<file path="src/rtl/mux_sweep_ctrl.sv">
// Exhaustive 4:1 mux sweep controller: drives all 16 {s1,s0,a,b} vectors,
// holds each for HOLD cycles, then samples y into result[vector].
module mux_sweep_ctrl #(
    parameter int unsigned HOLD = 10
) (
    input  logic        clk,
    input  logic        rst_n,
    input  logic        start,
    input  logic        abort,
    input  logic        y,
    output logic        a,
    output logic        b,
    output logic        s1,
    output logic        s0,
    output logic [3:0]  vec_idx,
    output logic        busy,
    output logic        done,
    output logic [15:0] result
);

    typedef enum logic [1:0] {
        IDLE,
        DRIVE,
        SAMPLE,
        DONE
    } state_e;

    localparam logic [7:0] RELOAD = 8'(HOLD - 1);

    state_e      state_q, state_d;
    logic [7:0]  cnt_q, cnt_d;
    logic [3:0]  vec_q, vec_d;
    logic [3:0]  drv_q, drv_d;
    logic [15:0] result_q, result_d;
    logic        busy_q, busy_d;
    logic        done_q, done_d;

    always_ff @(posedge clk or negedge rst_n) begin
        if (!rst_n) begin
            state_q  <= IDLE;
            cnt_q    <= '0;
            vec_q    <= '0;
            drv_q    <= '0;
            result_q <= '0;
            busy_q   <= 1'b0;
            done_q   <= 1'b0;
        end else begin
            state_q  <= state_d;
            cnt_q    <= cnt_d;
            vec_q    <= vec_d;
            drv_q    <= drv_d;
            result_q <= result_d;
            busy_q   <= busy_d;
            done_q   <= done_d;
        end
    end

    // Abort takes priority over both start and the SAMPLE capture.
    always_comb begin
        state_d  = state_q;
        cnt_d    = cnt_q;
        vec_d    = vec_q;
        result_d = result_q;

        case (state_q)
            IDLE: begin
                if (start && !abort) begin
                    state_d  = DRIVE;
                    vec_d    = '0;
                    cnt_d    = RELOAD;
                    result_d = '0;
                end
            end
            DRIVE: begin
                if (abort) begin
                    state_d = IDLE;
                end else if (cnt_q == 8'd0) begin
                    state_d = SAMPLE;
                end else begin
                    cnt_d = cnt_q - 8'd1;
                end
            end
            SAMPLE: begin
                if (abort) begin
                    state_d = IDLE;
                end else begin
                    result_d[vec_q] = y;
                    if (vec_q == 4'd15) begin
                        state_d = DONE;
                    end else begin
                        state_d = DRIVE;
                        vec_d   = vec_q + 4'd1;
                        cnt_d   = RELOAD;
                    end
                end
            end
            DONE: begin
                state_d = IDLE;
            end
            default: begin
                state_d = IDLE;
            end
        endcase

        if (state_d == IDLE) begin
            vec_d = '0;
            cnt_d = '0;
        end

        // Outputs are computed from the next state so they are registered yet aligned with it.
        drv_d  = (state_d == IDLE) ? 4'd0 : vec_d;
        busy_d = (state_d == DRIVE) || (state_d == SAMPLE);
        done_d = (state_d == DONE);
    end

    assign s1      = drv_q[3];
    assign s0      = drv_q[2];
    assign a       = drv_q[1];
    assign b       = drv_q[0];
    assign vec_idx = vec_q;
    assign busy    = busy_q;
    assign done    = done_q;
    assign result  = result_q;

endmodule

</file>
<file path="config.mk">
export PLATFORM = sky130hd
export DESIGN_NAME = mux_sweep_ctrl
export DESIGN_NICKNAME = d
export VERILOG_FILES = /design/src/rtl/mux_sweep_ctrl.sv
export SDC_FILE = /design/constraint.sdc
export NUM_CORES = 1
export LEC_CHECK = 0
export ABC_AREA = 1
export CAP_MARGIN = 25
export CORE_ASPECT_RATIO = 0.6
export CORE_UTILIZATION = 25
export CTS_CLUSTER_DIAMETER = 50
export CTS_CLUSTER_SIZE = 24
export DETAILED_ROUTE_END_ITERATION = 12
export HOLD_SLACK_MARGIN = 0.06
export SLEW_MARGIN = 20
export SYNTH_ARGS = -nofsm -noshare
export SYNTH_HDL_FRONTEND = slang
export SYNTH_SLANG_ARGS = --single-unit
</file>
<file path="constraint.sdc">
create_clock -name clk -period 5.2 [get_ports clk]
set_clock_uncertainty 0.1 [all_clocks]
set_input_delay 1.3 -clock clk [delete_from_list [all_inputs] [get_ports clk]]
set_output_delay 1.3 -clock clk [all_outputs]
set_load 0.01 [all_outputs]
</file>
# [Yosys cells after proc, flatten, opt, wreduce, memory -nomap -nowiden]
# Index checks and enable logic that the tools add are counted.
[word_totals] in_bits=5 register_bits=36
[op_classes] n_eq_ne=14 n_mux=25 reduce_logical=11 add_sub_neg=2 n_lt_le_gt_ge=2
[op_table] op="8-bit 2-to-1 mux" count=6
[op_table] op="16-bit 2-to-1 mux" count=2
[op_table] op="16-bit one-hot mux with 2 select lines" count=1
[op_table] op="8-bit one-hot mux with 3 select lines" count=1
[op_table] op="4-bit 2-to-1 mux" count=5
[op_table] op="16-bit bitwise mux" count=1
[op_table] op="3-bit inequality test (second input constant)" count=5
[op_table] op="2-bit 2-to-1 mux" count=5
[op_table] op="2-bit equality test (second input constant)" count=4
[op_table] op="8-bit zero test" count=1
[op_table] op="2-bit one-hot mux with 4 select lines" count=1
[op_table] op="4-bit one-hot mux with 2 select lines" count=1
[op_table] op="8-bit by 1-bit subtractor with 8-bit output (second input constant)" count=1
[op_table] op="6-bit AND reduction" count=1
[op_table] op="4-bit by 5-bit less-than comparator with 1-bit output (second input constant)" count=1
[op_table] op="4-bit by 1-bit adder with 4-bit output (second input constant)" count=1
[op_table] op="1-bit demux with 4-bit select" count=1
[op_table] op="2-bit by 1-bit equality test with 1-bit output (second input constant)" count=2
[op_table] op="4-bit equality test (second input constant)" count=1
[op_table] op="4-bit by 1-bit greater-or-equal comparator with 1-bit output (second input constant)" count=1
[op_table] op="2-bit zero test" count=2
[op_table] op="2-bit inequality test (second input constant)" count=2
[op_table] op="4-bit nonzero test" count=1
[op_table] op="3-bit AND reduction" count=1
[op_table] op="other kinds (5)" count=6

# [Longest topological paths before layout]
# Gate-level depths: netlist of the first run.
[depth] depth_word=7 depth_mapped=16 depth_no_buf=15

# [Worst setup path before layout of the first run]
# Ideal clock, no wire load.
[synth_timing] path_kind="input to register" startpoint="input abort" endpoint="register cnt_q[0]" path_buffers=1 stages=12 setup_ps=123 path_slack_ps=2258 arrival_ps=2718 cell_sequence="inv_2 > nand2_1 > or2_1 > nand2_1 > o21a_1 > inv_2 > ha_1 > nor2_1 > a21boi_4 > nand2_4 > buf_12 > o21ai_2"
[synth_via] elab_chain_cells=7
[synth_lines] item="start, declared" line_no="9" text="input logic abort,"
[synth_lines] item="1-bit zero test" line_no="67" text="if (start && !abort) begin"
[synth_lines] item="1-bit logical AND" line_no="67"
[synth_lines] item="2-bit 2-to-1 mux" line_no="67"
[synth_lines] item="2-bit one-hot mux with 4 select lines (*)" line_no="65" text="case (state_q)"
[synth_lines] item="named net state_d[0]" line_no="30" text="state_e state_q, state_d;"
[synth_lines] item="2-bit zero test (*)" line_no="105" text="if (state_d == IDLE) begin"
[synth_lines] item="3-bit inequality test (no line) / 4-bit nonzero test (equally long branches)"
[synth_lines] item="6-bit AND reduction (no line)"
[synth_lines] item="end signal, assigned" line_no="49" text="cnt_q <= cnt_d;"
[synth_lines] item="end, declared" line_no="31" text="logic [7:0] cnt_q, cnt_d;"
# The timed path passes the listed nets; every way through them passes the cells marked *.
# A chain may end at the register's enable or synchronous reset.

# [Final worst setup path of the first run]
[layout_timing] startpoint="input abort" endpoint="register cnt_q[1]"
# Same word-level chain as after synthesis.

==> results of run 1 <==
metal layers:
metal	vias to the layer above	GRT usage, %
li1	846	-
met1	746	19.1
met2	57	16.5
met3	12	5.31
met4	0	4.22
met5	-	0
cell usage in the layout, fill, tap and decap left out, types with 2 or more instances in the layout:
cell type / n
nand2_1: 41
inv_1: 37
dfrtp_1: 32
clkdlybuf4s50_1: 30
nor2_1: 20
a21oi_1: 19
o22ai_1: 15
nand3_1: 12
ha_1: 11
nand2_2: 10
o21ai_2: 7
nand4_1: 6
o21ai_0: 5
clkbuf_16: 5
inv_2: 4
nand3_2: 2
clkbuf_8: 2
cell families (layout without fill, tap and decap cells):
kind of cell | count (synthesis) | after routing
compound gates | 51 | 51
fa+ha+maj | 11 | 11
buf+inv | 52 | 79
simple gates | 97 | 97
xor+xnor | 2 | 2
flops | 32 | 32
through the flow:
stage | area [µm²] | hold WS [ps] | cells
floorplan | 1980 | 355 | 245
global placement | 2330 | 370 | 369
detailed placement | 2330 | 367 | 369
CTS | 2490 | 380 | 376
global route | 2490 | 411 | 376
finish | 2490 | 381 | 376
final cells by class:
type / count / area [µm²]
inverters: 41 / 154
flip-flops and latches: 32 / 801
fillers: 799 / 4990
multi-input cells: 161 / 942
clock buffers: 7 / 153
well taps: 104 / 130
repair buffers: 31 / 308
sequential cells by signal (all words and copies together) (netlist names):
name and cells:
busy 1, vec_idx 1, result 16, cnt_q 8
state_q 2, drv_q 3, done 1
power breakdown:
group | total [mW] | switching (mW) | internal [mW]
registers | 0.313 | 0.0281 | 0.285
clock network | 0.303 | 0.103 | 0.201
logic | 0.592 | 0.390 | 0.202
total | 1.21 | 0.521 | 0.687
worst register-to-register path, delay by kind of cell, from the launching register on:
family / cells / cell delay [ps]
fa+ha+maj: 2 / 950
simple gates: 6 / 980
flops: 1 / 400
compound gates: 3 / 360
buf+inv: 3 / 230
worst max path at each step:
| stage | endpoint | slack (ps) | cells after the start |
|---|---|---|---|
| 2_1_floorplan | cnt_q[0] | 2260 | 12 |
| 3_3_place_gp | cnt_q[0] | 1560 | 13 |
| 3_5_place_dp | cnt_q[1] | 1440 | 13 |
| 4_1_cts | cnt_q[1] | 1730 | 13 |
| 5_1_grt | cnt_q[1] | 1590 | 13 |
| 6_report | cnt_q[1] | 1730 | 13 |
==> flow_summary.json, run 1 <==
{
  "clock.fmax_mhz": 288,
  "cap_viol_max_count": 0,
  "r2r_start": "state_q[0]",
  "place_ws_ps": 1440,
  "rsz0062_at_grt": "false",
  "ys_seq_area_share_pct": 40.4,
  "dp_hpwl_um": 3430,
  "worst_slew_pin_slew_ps": 812,
  "clock_latency_ps": 280,
  "leakage_nw": 1.12,
  "synth-seq-cells": 32,
  "finalSetupViolCount": 0,
  "clockBufferDepth": 2,
  "drc_errors": 0,
  "totalPowerFinal_mw": 1.21,
  "cts_setup_buffers": 0,
  "cts_max_level": 2,
  "post-route-min-period_ps": 3470,
  "path_cells": "clkdlybuf4s50_1, inv_2, nand2_1, or2_1, nand2_1, o21a_1, inv_2, ha_1, nor2_1, a21boi_4, nand2_4, nand2_1, o21ai_2",
  "worstSetupPathType": "input port to flop",
  "yosysTopAreaCell": "dfrtp_1",
  "synth_xor_area_share_pct": 0.883,
  "firstDrtPassIters": 6,
  "std_cell_rows": 24,
  "crit_family": "simple AND/OR/NAND/NOR gates",
  "top_layer": "met4",
  "synth_top_family_by_area": "simple AND/OR/NAND/NOR gates",
  "hp-class": "flop to flop",
  "drv_slew": 0,
  "utilization_pct": 33.3,
  "wire_per_inst_um": 12.5,
  "core_area_um2": 7480,
  "ys_top_cells_by_area": "dfrtp_1 40%, nand2_1 7.8%, inv_1 7.0%",
  "antenna_found_initial": 0,
  "power_density_nw_per_um2": 486,
  "synth_common_cells": "41 x nand2_1, 37 x inv_1, 32 x dfrtp_1",
  "synthCells": 245,
  "io_buffers": 30,
  "cts_root_buffer": "clkbuf_16",
  "area_growth_pct": 25.3,
  "cp-end-kind": "flop",
  "die-area_um2": 8310,
  "crit_buf_inv": 3,
  "critPathLaunch": "abort",
  "yosys_most_used_dff": "dfrtp_1",
  "async_flop_share_pct": 100,
  "cp_data_required_time_ps": 5310,
  "slowest_stage": "clkdlybuf4s50_1",
  "gp_congestion": 0.852,
  "fin_nets": 288,
  "rrSetupSlack_ps": 2120,
  "avgSynthCellArea_um2": 8.10,
  "die_height_um": 71.0,
  "grt_pass1_vias": 1603,
  "crit_top_cell": "nand2_1",
  "synthMostInstantiatedCell": "nand2_1",
  "num_vias": 1661,
  "outcome": "finished, final reports clean",
  "period_share_pct": 66.7,
  "yosysTopAreaCellShare_pct": 40.4,
  "fin_ws_ps": 1730,
  "gr-total-overflow": 0,
  "ys_warn_count": 0,
  "met1_length_um": 2550,
  "drt_iter0_markers": 118,
  "holdPathEnd": "cnt_q[0]",
  "viasPerCell": 4.42,
  "cts_hold_buffers": 0,
  "io_pins": 31,
  "dr_wl_met2_um": 1740,
  "worstPathMaxFanout": 15,
  "grt_pass1_wl_um": 7990,
  "r2r-end": "cnt_q[1]",
  "worst_setup_path_start_kind": "input port",
  "synth_fa_ha_area_share_pct": 6.94,
  "synthMuxAreaShare_pct": 0,
  "cts_resized": 0,
  "hold_path_depth": 2,
  "grt_max_degree": 33,
  "dieWidth_um": 117,
  "grtUsageTotal_pct": 12.9,
  "irDropWorstVdd_v": 0.000145,
  "synth_edf_count": 0,
  "netlist_area_um2": 1980,
  "antenna_cells": 0,
  "ys_types": 30,
  "synth_compound_area_share_pct": 16.3,
  "hold_viol_final": 0,
  "slew_headroom_pct": 45.9,
  "cts_sinks": 32,
  "wl_um": 4690,
  "cts_buffers": 5,
  "layout-drive-gt1-share_pct": 13.2,
  "ant_nets": 0,
  "start_util_pct": 26.5,
  "met3_length_um": 327,
  "synth_nets": 261,
  "cts_tree": "built",
  "synth_simple_gate_area_share_pct": 23.4,
  "critPathMaxStageDelay_ps": 490,
  "path_clk_slew_ps": 50,
  "fin_setup_tns_ps": 0,
  "reg2reg_depth": 14,
  "arrival_ps": 3580,
  "min_from": "cnt_q[0]"
}
Note: power is estimated with default switching activity, not from simulation.
==> run 2, diff against run 1 <==
- clock period: 5.2 -> 2.85 ns (I/O delays scaled with it)
==> run 2 against run 1 <==
  * Total power up 94%
  * Combinational power up 110%
  * Utilization up 1.2 points
  * Critical path type unchanged
  * Highest routed layer unchanged
==> flow_summary.json, run 2 (synthesis gave the netlist of run 1 again) <==
{
  "std_cell_rows": 24,
  "r2r-end": "cnt_q[0]",
  "holdPathEnd": "cnt_q[0]",
  "place_ws_ps": -118,
  "die-area_um2": 8310,
  "cts_hold_buffers": 0,
  "io_pins": 31,
  "arrival_ps": 2790,
  "leakage_nw": 1.17,
  "period_share_pct": 94.0,
  "io_buffers": 30,
  "antenna_found_initial": 0,
  "cts_max_level": 2,
  "dieWidth_um": 117,
  "firstDrtPassIters": 4,
  "drv_slew": 0,
  "drc_errors": 0,
  "cts_root_buffer": "clkbuf_16",
  "dp_hpwl_um": 3540,
  "min_from": "cnt_q[0]",
  "outcome": "finished, final reports clean",
  "rrSetupSlack_ps": 340,
  "slowest_stage": "clkdlybuf4s50_1",
  "ant_nets": 0,
  "worstPathMaxFanout": 7,
  "cp_data_required_time_ps": 2960,
  "worst_setup_path_start_kind": "input port",
  "viasPerCell": 4.39,
  "finalSetupViolCount": 0,
  "area_growth_pct": 29.7,
  "start_util_pct": 26.5,
  "grt_max_degree": 33,
  "clockBufferDepth": 2,
  "layout-drive-gt1-share_pct": 16.8,
  "grt_pass1_wl_um": 8140,
  "worstSetupPathType": "input port to flop",
  "path_clk_slew_ps": 60,
  "rsz0062_at_grt": "false",
  "gr-total-overflow": 0,
  "fin_ws_ps": 171,
  "final_cell_mix": "41 x nand2_1, 37 x inv_1, 32 x dfrtp_1",
  "antenna_cells": 0,
  "reg2reg_depth": 12,
  "critPathMaxStageDelay_ps": 490,
  "cts_setup_buffers": 0,
  "post-route-min-period_ps": 2680,
  "worst_slew_pin_slew_ps": 437,
  "final_common_cell": "nand2_1",
  "cts_buffers": 5,
  "fin_setup_tns_ps": 0,
  "totalPowerFinal_mw": 2.35,
  "die_height_um": 71.0,
  "path_cells": "clkdlybuf4s50_1, inv_2, nand2_1, or2_1, nand2_1, o21a_1, inv_2, ha_1, buf_4, inv_1, o21ai_0, o21ai_2",
  "hold_viol_final": 0,
  "core_area_um2": 7480,
  "utilization_pct": 34.4,
  "gp_congestion": 0.813,
  "final_cells": 389,
  "power_density_nw_per_um2": 911,
  "grtUsageTotal_pct": 13.0,
  "r2r_start": "cnt_q[0]",
  "cts_tree": "built",
  "clock.fmax_mhz": 373,
  "cts_resized": 0,
  "num_vias": 1707,
  "cts_sinks": 32,
  "crit_family": "buffers and inverters",
  "slew_headroom_pct": 70.9,
  "grt_pass1_vias": 1608,
  "irDropWorstVdd_v": 0.000340,
  "cp-end-kind": "flop",
  "cap_viol_max_count": 0,
  "largest_register_ffs": 16,
  "wire_per_inst_um": 12.5,
  "wl_um": 4860,
  "fin_nets": 300,
  "clock_latency_ps": 280,
  "drt_iter0_markers": 139,
  "crit_buf_inv": 5,
  "dpl.cell_count": 381,
  "hp-class": "flop to flop",
  "hold_path_depth": 2
}
==> run 2: cell types whose count changed in the layout (fill, tap and decap cells not counted), sizes merged <==
cell	previous run	this run
buf	1	13
clkbuf	7	8
==> run 2: area by class of cell <==
| cell class | instances | area (µm²) |
|---|---|---|
| Multi-Input combinational cell | 161 | 945 |
| Timing Repair Buffer | 43 | 398 |
| Fill cell | 784 | 4900 |
| Sequential cell | 32 | 801 |
| Tap cell | 104 | 130 |
| Clock buffer | 8 | 146 |
| Inverter | 41 | 154 |
==> run 2: routing by layer <==
metal / up-vias / GRT usage [%] / part of all wire (%)
met3: 6 / 4.11 / 5.8
met4: 0 / 4.50 / 1.2
met1: 789 / 19.8 / 54
li1: 872 / - / -
met5: - / 0 / 0
met2: 40 / 16.7 / 39
==> run 2: worst max path at each step <==
stage / cells after the start / to / slack (ps) / startpoint
after floorplan: 12 / cnt_q[0] / 500 / abort
final: 12 / cnt_q[0] / 170 / abort
after global placement: 13 / cnt_q[3] / -40 / abort
after detailed placement: 13 / cnt_q[2] / -120 / abort
after CTS: 13 / cnt_q[2] / 140 / abort
after global routing: 12 / cnt_q[0] / 40 / abort
==> run 2: through the flow <==
step | area (µm²) | hold WS (ps)
final | 2570 | 381
after global routing | 2570 | 423
after CTS | 2570 | 382
after detailed placement | 2420 | 373
after global placement | 2420 | 365
after floorplan | 1980 | 317
==> run 2: tightest hold or removal path: stages, from the launching register on <==
cell,delay [ps]
dfrtp_1,340
nand2_1,60
o21ai_2,50
==> run 2: power breakdown <==
| part | switching (mW) | leakage (nW) | total [mW] | internal [mW] |
|---|---|---|---|---|
| registers | 0.0497 | 0.439 | 0.569 | 0.519 |
| clock network | 0.193 | 0.0712 | 0.541 | 0.348 |
| logic | 0.761 | 0.662 | 1.24 | 0.475 |
==> run 3, diff against run 2 <==
- CTS_CLUSTER_DIAMETER: 50 -> default
==> results of run 3 <==
Final layout, timing and power as in run 2 (identical DEF).
